--- src/rtl/layer_pipe_ctrl_pl_if.sv ---
// Handshake bundle between the layer pipeline controller and the layer chain.
interface layer_pipe_ctrl_pl_if #(
    parameter int unsigned nlayers = 4,
    parameter int unsigned idw     = 32
);
    logic               start;
    logic [idw-1:0]     ninst;
    logic               stop;
    logic [nlayers-1:0] comp_ready_pulse;
    logic [nlayers-1:0] sumchk_ready_pulse;
    logic               en;
    logic [nlayers-1:0] comp_en;
    logic [nlayers-1:0] sumchk_en;
    logic [idw-1:0]     id_c;
    logic [idw-1:0]     step_cnt;
    logic               busy;
    logic               done_pulse;
    logic               err;

    modport master (
        input  start, ninst, stop, comp_ready_pulse, sumchk_ready_pulse,
        output en, comp_en, sumchk_en, id_c, step_cnt, busy, done_pulse, err
    );

    modport slave (
        output start, ninst, stop, comp_ready_pulse, sumchk_ready_pulse,
        input  en, comp_en, sumchk_en, id_c, step_cnt, busy, done_pulse, err
    );
endinterface

--- src/rtl/layer_pipe_ctrl_pl.sv ---
// Central step sequencer for an nlayers-deep comp/sumcheck layer pipeline:
// issues en pulses, shifts stage enables, gathers ready pulses, watchdog.
module layer_pipe_ctrl_pl #(
    parameter int unsigned nlayers = 4,
    parameter int unsigned idw     = 32,
    parameter int unsigned timeout = 0
) (
    input logic                  clk,
    input logic                  rstb,
    layer_pipe_ctrl_pl_if.master bus
);
    localparam int unsigned WDW = 32;

    typedef enum logic [1:0] {IDLE, FIRE, WAIT, DONE} state_t;

    state_t             state_q, state_d;
    logic [nlayers-1:0] comp_en_q, comp_en_d, sumchk_en_q, sumchk_en_d;
    logic [nlayers-1:0] cdone_q, cdone_d, sdone_q, sdone_d;
    logic [idw-1:0]     remaining_q, remaining_d, id_q, id_d, next_id_q, next_id_d;
    logic [idw-1:0]     step_cnt_q, step_cnt_d;
    logic [WDW-1:0]     wd_q, wd_d;
    logic               cont_q, cont_d, stop_q, stop_d, err_q, err_d;
    logic               en_q, en_d, busy_q, busy_d, done_q, done_d;

    logic [nlayers-1:0] comp_sh, sum_sh, cdone_n, sdone_n;
    logic [idw-1:0]     rem_b, nid_b;
    logic               cont_b, stop_b, inj, complete, do_shift;

    // Next-state, shift and step bookkeeping
    always_comb begin
        state_d     = state_q;
        comp_en_d   = comp_en_q;
        sumchk_en_d = sumchk_en_q;
        cdone_d     = cdone_q;
        sdone_d     = sdone_q;
        remaining_d = remaining_q;
        cont_d      = cont_q;
        id_d        = id_q;
        next_id_d   = next_id_q;
        step_cnt_d  = step_cnt_q;
        stop_d      = stop_q;
        err_d       = err_q;
        wd_d        = wd_q;
        do_shift    = 1'b0;

        rem_b  = remaining_q;
        cont_b = cont_q;
        nid_b  = next_id_q;
        stop_b = stop_q | bus.stop;
        if (state_q == IDLE) begin
            rem_b  = bus.ninst;
            cont_b = (bus.ninst == '0);
            nid_b  = '0;
            stop_b = bus.stop;
        end
        inj = (rem_b != '0 || cont_b) && !stop_b;

        comp_sh[0] = inj;
        for (int k = 1; k < int'(nlayers); k++) comp_sh[k] = comp_en_q[k-1];
        sum_sh[nlayers-1] = comp_en_q[nlayers-1];
        for (int k = 0; k < int'(nlayers) - 1; k++) sum_sh[k] = sumchk_en_q[k+1];

        // Pulses arriving this cycle count toward completion
        cdone_n  = cdone_q | (bus.comp_ready_pulse & comp_en_q);
        sdone_n  = sdone_q | (bus.sumchk_ready_pulse & sumchk_en_q);
        complete = &((~comp_en_q | cdone_n) & (~sumchk_en_q | sdone_n));

        case (state_q)
            IDLE: begin
                if (bus.start) begin
                    err_d      = 1'b0;
                    stop_d     = bus.stop;
                    step_cnt_d = '0;
                    do_shift   = 1'b1;
                end
            end
            FIRE: begin
                step_cnt_d = step_cnt_q + idw'(1);
                cdone_d    = '0;
                sdone_d    = '0;
                wd_d       = '0;
                stop_d     = stop_b;
                state_d    = WAIT;
            end
            WAIT: begin
                stop_d  = stop_b;
                cdone_d = cdone_n;
                sdone_d = sdone_n;
                wd_d    = wd_q + WDW'(1);
                if ((|(bus.comp_ready_pulse & ~comp_en_q)) ||
                    (|(bus.sumchk_ready_pulse & ~sumchk_en_q)))
                    err_d = 1'b1;
                if (complete) begin
                    do_shift = 1'b1;
                end else if (timeout != 0 && wd_d >= WDW'(timeout)) begin
                    err_d       = 1'b1;
                    comp_en_d   = '0;
                    sumchk_en_d = '0;
                    state_d     = DONE;
                end
            end
            DONE: begin
                stop_d  = 1'b0;
                state_d = IDLE;
            end
            default: state_d = IDLE;
        endcase

        if (do_shift) begin
            comp_en_d   = comp_sh;
            sumchk_en_d = sum_sh;
            remaining_d = rem_b;
            cont_d      = cont_b;
            next_id_d   = nid_b;
            if (inj) begin
                id_d      = nid_b;
                next_id_d = nid_b + idw'(1);
                if (!cont_b) remaining_d = rem_b - idw'(1);
            end
            state_d = ((|comp_sh) || (|sum_sh)) ? FIRE : DONE;
        end

        en_d   = (state_d == FIRE);
        busy_d = (state_d == FIRE) || (state_d == WAIT);
        done_d = (state_d == DONE);
    end

    always_ff @(posedge clk) begin
        if (!rstb) begin
            state_q     <= IDLE;
            comp_en_q   <= '0;
            sumchk_en_q <= '0;
            cdone_q     <= '0;
            sdone_q     <= '0;
            remaining_q <= '0;
            cont_q      <= 1'b0;
            id_q        <= '0;
            next_id_q   <= '0;
            step_cnt_q  <= '0;
            stop_q      <= 1'b0;
            err_q       <= 1'b0;
            wd_q        <= '0;
            en_q        <= 1'b0;
            busy_q      <= 1'b0;
            done_q      <= 1'b0;
        end else begin
            state_q     <= state_d;
            comp_en_q   <= comp_en_d;
            sumchk_en_q <= sumchk_en_d;
            cdone_q     <= cdone_d;
            sdone_q     <= sdone_d;
            remaining_q <= remaining_d;
            cont_q      <= cont_d;
            id_q        <= id_d;
            next_id_q   <= next_id_d;
            step_cnt_q  <= step_cnt_d;
            stop_q      <= stop_d;
            err_q       <= err_d;
            wd_q        <= wd_d;
            en_q        <= en_d;
            busy_q      <= busy_d;
            done_q      <= done_d;
        end
    end

    assign bus.en         = en_q;
    assign bus.comp_en    = comp_en_q;
    assign bus.sumchk_en  = sumchk_en_q;
    assign bus.id_c       = comp_en_q[0] ? id_q : '0;
    assign bus.step_cnt   = step_cnt_q;
    assign bus.busy       = busy_q;
    assign bus.done_pulse = done_q;
    assign bus.err        = err_q;
endmodule
--- src/flat_wrapper.sv ---
// flat-port wrapper written by rule: the top's interface ports become plain ports
module layer_pipe_ctrl_pl_flat 
#(
    parameter int unsigned nlayers = 4,
    parameter int unsigned idw     = 32,
    parameter int unsigned timeout = 0
)
  (clk, rstb, bus_start, bus_ninst, bus_stop, bus_comp_ready_pulse, bus_sumchk_ready_pulse, bus_en, bus_comp_en, bus_sumchk_en, bus_id_c, bus_step_cnt, bus_busy, bus_done_pulse, bus_err);
  layer_pipe_ctrl_pl_if #(.nlayers(nlayers), .idw(idw)) bus_i ();
  input logic clk;
  input logic rstb;
  input wire logic [$bits(bus_i.start)-1:0] bus_start;
  input wire logic [$bits(bus_i.ninst)-1:0] bus_ninst;
  input wire logic [$bits(bus_i.stop)-1:0] bus_stop;
  input wire logic [$bits(bus_i.comp_ready_pulse)-1:0] bus_comp_ready_pulse;
  input wire logic [$bits(bus_i.sumchk_ready_pulse)-1:0] bus_sumchk_ready_pulse;
  output wire logic [$bits(bus_i.en)-1:0] bus_en;
  output wire logic [$bits(bus_i.comp_en)-1:0] bus_comp_en;
  output wire logic [$bits(bus_i.sumchk_en)-1:0] bus_sumchk_en;
  output wire logic [$bits(bus_i.id_c)-1:0] bus_id_c;
  output wire logic [$bits(bus_i.step_cnt)-1:0] bus_step_cnt;
  output wire logic [$bits(bus_i.busy)-1:0] bus_busy;
  output wire logic [$bits(bus_i.done_pulse)-1:0] bus_done_pulse;
  output wire logic [$bits(bus_i.err)-1:0] bus_err;
  assign bus_i.start = bus_start;
  assign bus_i.ninst = bus_ninst;
  assign bus_i.stop = bus_stop;
  assign bus_i.comp_ready_pulse = bus_comp_ready_pulse;
  assign bus_i.sumchk_ready_pulse = bus_sumchk_ready_pulse;
  assign bus_en = bus_i.en;
  assign bus_comp_en = bus_i.comp_en;
  assign bus_sumchk_en = bus_i.sumchk_en;
  assign bus_id_c = bus_i.id_c;
  assign bus_step_cnt = bus_i.step_cnt;
  assign bus_busy = bus_i.busy;
  assign bus_done_pulse = bus_i.done_pulse;
  assign bus_err = bus_i.err;
  layer_pipe_ctrl_pl #(.nlayers(nlayers), .idw(idw), .timeout(timeout)) u_core (.clk(clk), .rstb(rstb), .bus(bus_i));
endmodule
--- config.mk ---
export PLATFORM = sky130hd
export DESIGN_NAME = layer_pipe_ctrl_pl_flat
export DESIGN_NICKNAME = d
export VERILOG_FILES = /design/src/rtl/layer_pipe_ctrl_pl_if.sv /design/src/rtl/layer_pipe_ctrl_pl.sv /design/src/flat_wrapper.sv
export SDC_FILE = /design/constraint.sdc
export NUM_CORES = 1
export LEC_CHECK = 0
export CORE_MARGIN = 1
export CORE_UTILIZATION = 30
export CTS_CLUSTER_SIZE = 12
export DETAILED_ROUTE_END_ITERATION = 6
export PLACE_DENSITY = 0.6
export SYNTH_ARGS = -nofsm -noshare
export SYNTH_HDL_FRONTEND = slang
export SYNTH_SLANG_ARGS = --single-unit
--- constraint.sdc ---
create_clock -name clk -period 3.9 [get_ports clk]
set_input_delay 0.78 -clock clk [delete_from_list [all_inputs] [get_ports clk]]
set_output_delay 0.78 -clock clk [all_outputs]
set_load 0.005 [all_outputs]
# [Word level (Yosys, flattened, before mapping)]
# Index checks and enable logic that the tools add are counted.
[word_totals] regBits=152 latchBits=0 mem_bits_rw=0 rom_bits=0 elab_cells=82 n_memories=0
[classes] n_addsub=3 n_mul=0 div=0 n_lt_le_gt_ge=0 n_eq_ne=8 shifts=0 muxes=23 bitwise=12 n_reduce_logical=21
[op_table] op="$mux W32" count=7
[op_table] op="$add A32 B1 Y32 const B" count=2
[op_table] op="$pmux W32 S2" count=1
[op_table] op="$logic_not A32 Y1" count=1
[op_table] op="$reduce_bool A32 Y1" count=1
[op_table] op="$sub A32 B1 Y32 const B" count=1
[op_table] op="$and A4 B4 Y4" count=5
[op_table] op="$or A4 B4 Y4" count=4
[op_table] op="$pmux W4 S2" count=2
[op_table] op="$reduce_or A4 Y1" count=4
[op_table] op="$eq A2 B2 Y1 const B" count=4
[op_table] op="$not A4 Y4" count=2
[op_table] op="$mux W1" count=7
[op_table] op="$reduce_bool A2 Y1" count=3
[op_table] op="$eq A2 B1 Y1 const B" count=2
[op_table] op="$logic_or A1 B1 Y1" count=4
[op_table] op="$mux W2" count=2
[op_table] op="$pmux W1 S2" count=2
[op_table] op="$pmux W2 S2" count=1
[op_table] op="$reduce_and A2 Y1" count=2
[op_table] op="$reduce_and A4 Y1" count=1
[op_table] op="$pmux W1 S3" count=1
[op_table] op="$reduce_and A3 Y1" count=1
[op_table] op="$logic_not A2 Y1" count=1
[op_table] op="other kinds (6)" count=6

# [Longest topological paths before layout]
# Gate-level depths: netlist of run 1.
[logic_depth] depth_word=11 depth_mapped=17 ltp_nobuf=10

# [Least setup slack after synthesis of run 1]
# Ideal clock, no wire load.
[synth_path] kind="reg-to-reg" from="register u_core.state_q[0]" to="register u_core.busy_q, in the netlist u_core.bus.busy" arrival_time_ns=3.424 setup_slack_ns=0.350 stages_incl_launch_ff=17 path_buffers=6 cell_sequence="dfxtp_1 -> inv_1 -> ha_1 -> buf_2 -> buf_6 -> buf_2 -> buf_2 -> clkbuf_1 -> buf_2 -> mux2i_1 -> ha_1 -> nand4_1 -> a2111oi_4 -> or2_2 -> a41oi_1 -> ha_1 -> nor2_1"
[synth_via] elab_chain_len=11 elab_cells_between_ends=20 classes_between="eq/ne: 5; mux: 7; reduce/logical: 8"
[synth_rtl] element="from (decl)" line="layer_pipe_ctrl_pl.sv:16" source="state_t state_q, state_d;"
[synth_rtl] element="from (signal assigned)" line="layer_pipe_ctrl_pl.sv:147" source="state_q <= state_d;"
[synth_rtl] element="$logic_not A2 Y1" line="layer_pipe_ctrl_pl.sv:50, layer_pipe_ctrl_pl.sv:68"
[synth_rtl] element="$mux W32" line="layer_pipe_ctrl_pl.sv:50" source="if (state_q == IDLE) begin"
[synth_rtl] element="$reduce_bool A32 Y1" line="layer_pipe_ctrl_pl.sv:56" source="inj = (rem_b != '0 || cont_b) && !stop_b;"
[synth_rtl] element="$logic_or A1 B1 Y1" line="layer_pipe_ctrl_pl.sv:56"
[synth_rtl] element="$logic_and A1 B1 Y1" line="layer_pipe_ctrl_pl.sv:56"
[synth_rtl] element="$reduce_or A4 Y1" line="layer_pipe_ctrl_pl.sv:120" source="state_d = ((|comp_sh) || (|sum_sh)) ? FIRE : DONE;"
[synth_rtl] element="$logic_or A1 B1 Y1" line="layer_pipe_ctrl_pl.sv:120"
[synth_rtl] element="$mux W2" line="layer_pipe_ctrl_pl.sv:120"
[synth_rtl] element="$mux W2 *" line="layer_pipe_ctrl_pl.sv:109" source="if (do_shift) begin"
[synth_rtl] element="$eq A2 B1 Y1 / $eq A2 B2 Y1 (equally long branches)" line="layer_pipe_ctrl_pl.sv:124" source="busy_d = (state_d == FIRE) || (state_d == WAIT);"
[synth_rtl] element="$logic_or A1 B1 Y1 *" line="layer_pipe_ctrl_pl.sv:124"
[synth_rtl] element="to (signal assigned)" line="layer_pipe_ctrl_pl.sv:161" source="busy_q <= busy_d;"
[synth_rtl] element="to (decl)" line="layer_pipe_ctrl_pl.sv:23" source="logic en_q, en_d, busy_q, busy_d, done_q, done_d;"
# Mark *: on every way between the ends. The rest lies on a longest branch, timed or not.
# A chain may end at the register's enable or synchronous reset.

# [Worst setup path after layout of run 1]
[layout_path] from="register u_core.state_q[0]" to="register u_core.remaining_q[31]"
[layout_via] elab_chain_len=6 elab_cells_between_ends=13 classes_between="add/sub: 1; eq/ne: 1; mux: 6; reduce/logical: 5"
[layout_rtl] element="parallel branches: the longest is 6 deep, another holds $sub A32 B1 Y32"
[layout_rtl] element="to (signal assigned)" line="layer_pipe_ctrl_pl.sv:152" source="remaining_q <= remaining_d;"
[layout_rtl] element="to (decl)" line="layer_pipe_ctrl_pl.sv:19" source="logic [idw-1:0] remaining_q, remaining_d, id_q, id_d, next_id_q, next_id_d;"
# Several ways; the timed one is not identified.

==> results.cfg, run 1 <==
[timing]
fin_crit_sh_pct = 86.1
hold_viol_final = 0
setup_violations = 0
setup_ws_ps = 540
clock_skew_ps = 12.3
grt_setup_unrepaired = false
relSlewSlack_pct = 49.3
min_period_ps = 3360
drv_slew = 0
max_slew.worst_pin.slew_ps = 753
clock.fmax_mhz = 298

[drt]
met3_length_um = 1060
via_per_inst = 5.32
drt_iter0_markers = 643
drt-met1-wl_um = 11900
vias = 8334
wl_um = 24400
first_pass_iters = 5
drc = 0
top_layer = met4
ant_nets = 0
wl_met2_um = 11000
post_drt_wl_per_cell_um = 15.6

[global_routing]
grt_pass1_wl_um = 40600
grt_max_degree = 52
grt_pass1_vias = 7783
grt_antenna_before_repair = 0
grt_usage_pct = 17.7
grt_overflow = 0

[final_layout]
diodes = 0
final_core_util_pct = 39.1
fin_nets = 1235
area_growth_syn_to_layout_pct = 27.2
final_common_cell = dfxtp_1
fillers = 2806
regArea_mm2 = 0.00304
drive_above_1_share_pct = 8.11
multiInputGateArea_mm2 = 0.00493
instances_no_fill = 1568
final_cell_mix = dfxtp_1, nand2_1, clkdlybuf4s50_1, nor2_1, a21oi_1

[power_and_ir_drop]
max-vdd-ir-drop_mv = 0.391
p_leak_nw = 3.60
finalPower_mw = 5.92
powerDensity_mw_per_mm2 = 559

[run_status]
outcome = finished clean

[clock_network]
hold_buffers = 0
cts.sinks = 152
cts_max_path_buffers = 2
postCtsSetupBuffers = 0
cts_tree = done
cts_buffers = 17
clk_transition_reported_paths_ps = 70
cts_resized = 0
cts_root_buf = clkbuf_16
insertion_delay_ps = 430
htreeDepth = 4

[synthesis]
synthCells = 1080
synth-edff-count = 0
ys_seq_elements = 152
syn_nets = 1132
yosys_warnings = 0
yosysTopAreaCellShare_pct = 36.5
ys.flop_type = dfxtp_1
synth.avg_cell_area_um2 = 7.71
synth_area_leaders = dfxtp_1, nand2_1, a21oi_1
ys_seq_area_share_pct = 36.5
ys_types = 77
synthArstFlopShare_pct = 0
netlist_area_mm2 = 0.00833
synth_top_area_cell = dfxtp_1

[floorplan]
initial_core_util_pct = 30.7
die_w_um = 169
core_area_mm2 = 0.0271
rows = 60
io_pins = 120
die_area_mm2 = 0.0284
dieHeight_um = 169

[place]
dp_slack_ps = -90.1
routabilityCongestion = 0.904
dp.cells = 1535
place_hpwl_um = 17300
io_buffer_count = 119

[worst_setup_path]
start_kind = flip-flop
path_class = reg -> reg
cp-end-kind = flip-flop
critPathMaxFanout = 32
worst_ep_required_time_ps = 4260
critPathArrivalTime_ps = 3720

[min_path]
hold_path.class = reg -> reg

[job]
drv_cap = 0
kinds of logic (layout without fill, tap and decap cells):
group | after synthesis | in the layout | synth area share [%]
multiplexers | 33 | 33 | 4.07
adder cells (fa/ha/maj) | 8 | 8 | 1.20
buffers and inverters | 92 | 208 | 4.64
flip-flops | 152 | 152 | 36.5
AO/OA/AOI/OAI | 256 | 256 | 19.9
XOR/XNOR | 26 | 26 | 2.73
AND/OR/NAND/NOR | 513 | 513 | 31.0
state kept, by name, summed over array words and instances (netlist names):
name and flops:
u_core.bus.busy 1, u_core.bus.comp_en 4, u_core.bus.done_pulse 1, u_core.bus.en 1, u_core.bus.err 1, u_core.bus.step_cnt 32, u_core.bus.sumchk_en 4, u_core.cdone_q 4
u_core.cont_q 1, u_core.id_q 32, u_core.next_id_q 32, u_core.remaining_q 32, u_core.sdone_q 4, u_core.state_q 2, u_core.stop_q 1
power breakdown:
group,leakage (nW),switching [mW],internal (mW)
clock network,0.272,0.743,0.840
logic,2.10,1.55,0.900
registers,1.23,0.161,1.73
total,3.60,2.45,3.47
final cells by class:
| class | instances | share of cell area, % |
|---|---|---|
| Clock buffer | 17 | 4.02 |
| Clock inverter | 15 | 1.30 |
| Inverter | 22 | 0.779 |
| Multi-Input combinational cell | 836 | 46.6 |
| Sequential cell | 152 | 28.7 |
| Tap cell | 372 | 4.39 |
| Timing Repair Buffer | 154 | 14.2 |
worst max-delay path, stage by stage, from the launching register on:
cell and delay (ps):
dfxtp_1 330, inv_1 140, ha_4 410, buf_4 320, inv_1 360, mux2i_1 410, nand4_1 220, nor3_1 350
nand3_1 190, a2111o_1 420, a31oi_1 120
final timing paths:
| path | start | endpoint | slack [ps] | depth (start not counted) |
|---|---|---|---|---|
| max | u_core.state_q[0] | u_core.remaining_q[31] | 540 | 10 |
| min | u_core.id_q[4] | u_core.id_q[4] | 450 | 2 |
| max reg2reg | u_core.state_q[0] | u_core.remaining_q[31] | 540 | 10 |
| min reg2reg | u_core.id_q[4] | u_core.id_q[4] | 450 | 2 |
through the flow:
stage	cell area [um2]	hold slack [ps]	TNS, ps
final	10600	448	0
after CTS	10600	452	0
after global routing	10600	466	0
after floorplan	8330	427	0
after global placement	10000	438	-38.2
after detailed placement	10000	442	-456
synth_stat cells, types with 7 or more instances:
library cell,number
nor3_1,48
nand4_1,21
nand3_1,73
and2_1,39
a21oi_1,85
o31ai_1,7
dfxtp_1,152
inv_1,21
nor2_1,86
o21ai_0,45
xor2_1,19
a31oi_1,35
buf_2,9
mux2i_1,26
ha_1,8
or3_1,16
nand2_1,147
nor2b_1,15
or4_1,11
xnor2_1,7
clkbuf_1,51
and3_1,10
nor4_1,13
routing by layer:
| metal | vias to the layer above | global-route usage [%] |
|---|---|---|
| met5 | - | 0 |
| met4 | 0 | 5.85 |
| met3 | 28 | 2.74 |
| met2 | 190 | 28.6 |
| met1 | 3967 | 23.9 |
| li1 | 4149 | - |
Power figures use the tool's default switching activity.
==> run 2: changes to the inputs <==
CORE_ASPECT_RATIO = 0.7   (was unset)
CORE_MARGIN = unset   (was 1)
==> results.cfg, run 2 (synthesis gave the netlist of run 1 again) <==
[run_status]
outcome = finished clean

[global_routing]
gr-usage-met1_pct = 27.6
grt_use_met2_pct = 25.9
grt_pass1_vias = 7746
use_met3_pct = 4.00
grt_usage_pct = 18.3
grt_max_degree = 55
grt_antenna_before_repair = 0
grt_pass1_wl_um = 42100
grt_overflow = 0
busiest_layer = met1

[drt]
drc = 0
ant_nets = 0
vias = 8474
first_pass_iters = 7
wl_um = 26000
drt_iter0_markers = 811
post_drt_wl_per_cell_um = 16.6
via_per_inst = 5.41

[timing]
setup_tns_ps = 0
drv_slew = 0
clock.fmax_mhz = 298
setup_ws_ps = 540
min_period_ps = 3360
clock_skew_ps = 15.0
hold_viol_final = 0
relSlewSlack_pct = 35.5
max_slew.worst_pin.slew_ps = 967
hold_ws_ps = 446
grt_setup_unrepaired = false
fin_crit_sh_pct = 86.1
setup_violations = 0

[final_layout]
final_core_util_pct = 39.3
final_cell_mix = dfxtp_1, nand2_1, clkdlybuf4s50_1, nor2_1, a21oi_1
instances_no_fill = 1565
stdcell_area_mm2 = 0.0106
fin_nets = 1240
area_growth_syn_to_layout_pct = 27.6
final_common_cell = dfxtp_1
drive_above_1_share_pct = 8.58
diodes = 0

[floorplan]
die_w_um = 201
core_area_mm2 = 0.0270
dieHeight_um = 141
initial_core_util_pct = 30.8
io_pins = 120
die_area_mm2 = 0.0285
rows = 50

[place]
routabilityCongestion = 0.881
dp.cells = 1533
dp_slack_ps = 209
io_buffer_count = 119
placed_area_mm2 = 0.0100
place_hpwl_um = 18500

[power_and_ir_drop]
max-vdd-ir-drop_mv = 0.271
finalPower_mw = 6.07
p_leak_nw = 3.63
powerDensity_mw_per_mm2 = 571

[clock_network]
cts_tree = done
cts.sinks = 152
insertion_delay_ps = 440
cts_root_buf = clkbuf_16
cts_max_path_buffers = 2
htreeDepth = 4
cts_buffers = 17
clk_transition_reported_paths_ps = 70
hold_buffers = 0
cts_resized = 0
postCtsSetupBuffers = 0

[job]
drv_cap = 0

[worst_setup_path]
critPathArrivalTime_ps = 3680
cp-end-kind = flip-flop
start_kind = input port
worst_ep_required_time_ps = 4220
path_class = in -> reg
critPathMaxFanout = 14

[min_path]
hold_path.class = reg -> reg
run 2: changes by cell type in the layout (fill, tap and decap cells not counted), sizes merged:
cell / before / now
inv: 29 / 30
buf: 36 / 41
clkinv: 6 / 5
run 2: path summary, 6_finish.rpt:
kind,depth (start not counted),slack (ps),end,start
worst min register to register,2,450,u_core.id_q[27],u_core.id_q[27]
worst min-delay path,2,450,u_core.id_q[27],u_core.id_q[27]
worst max-delay path,8,540,u_core.remaining_q[3],bus_ninst[12]
worst max register to register,11,620,u_core.next_id_q[8],u_core.state_q[0]
run 2: critical path, stage by stage:
cell             delay (ps)
clkdlybuf4s50_1         510
nor3_1                  510
nand4_1                 250
or4_1                   680
o41a_1                  380
a31oi_1                 260
a311oi_1                 60
o2111a_1                240
run 2: layer usage:
metal  part of all wire (%)  wire length [um]
met1                     51             13300
met2                     41             10600
met3                    7.4              1910
met4                   0.86               224
met5                      0                 0
run 2: report_power, final:
part	internal, mW	leakage, nW	switching [mW]	total [mW]
Sequential	1.73	1.23	0.170	1.90
Combinational	0.901	2.11	1.59	2.49
Clock	0.865	0.287	0.810	1.68
Total	3.50	3.63	2.57	6.07
run 2: final cells by class:
cell class | count | area, um2
Tap cell | 364 | 455
Fill cell | 2764 | 16400
Clock buffer | 17 | 425
Inverter | 22 | 82.6
Clock inverter | 15 | 176
Sequential cell | 152 | 3040
Multi-Input combinational cell | 836 | 4940
Timing Repair Buffer | 159 | 1510
==> run 3: changes to the inputs <==
PLACE_DENSITY = unset   (was 0.6)
==> results of run 3 <==
Same layout as run 2: the final DEF is identical, and so are final timing and power.
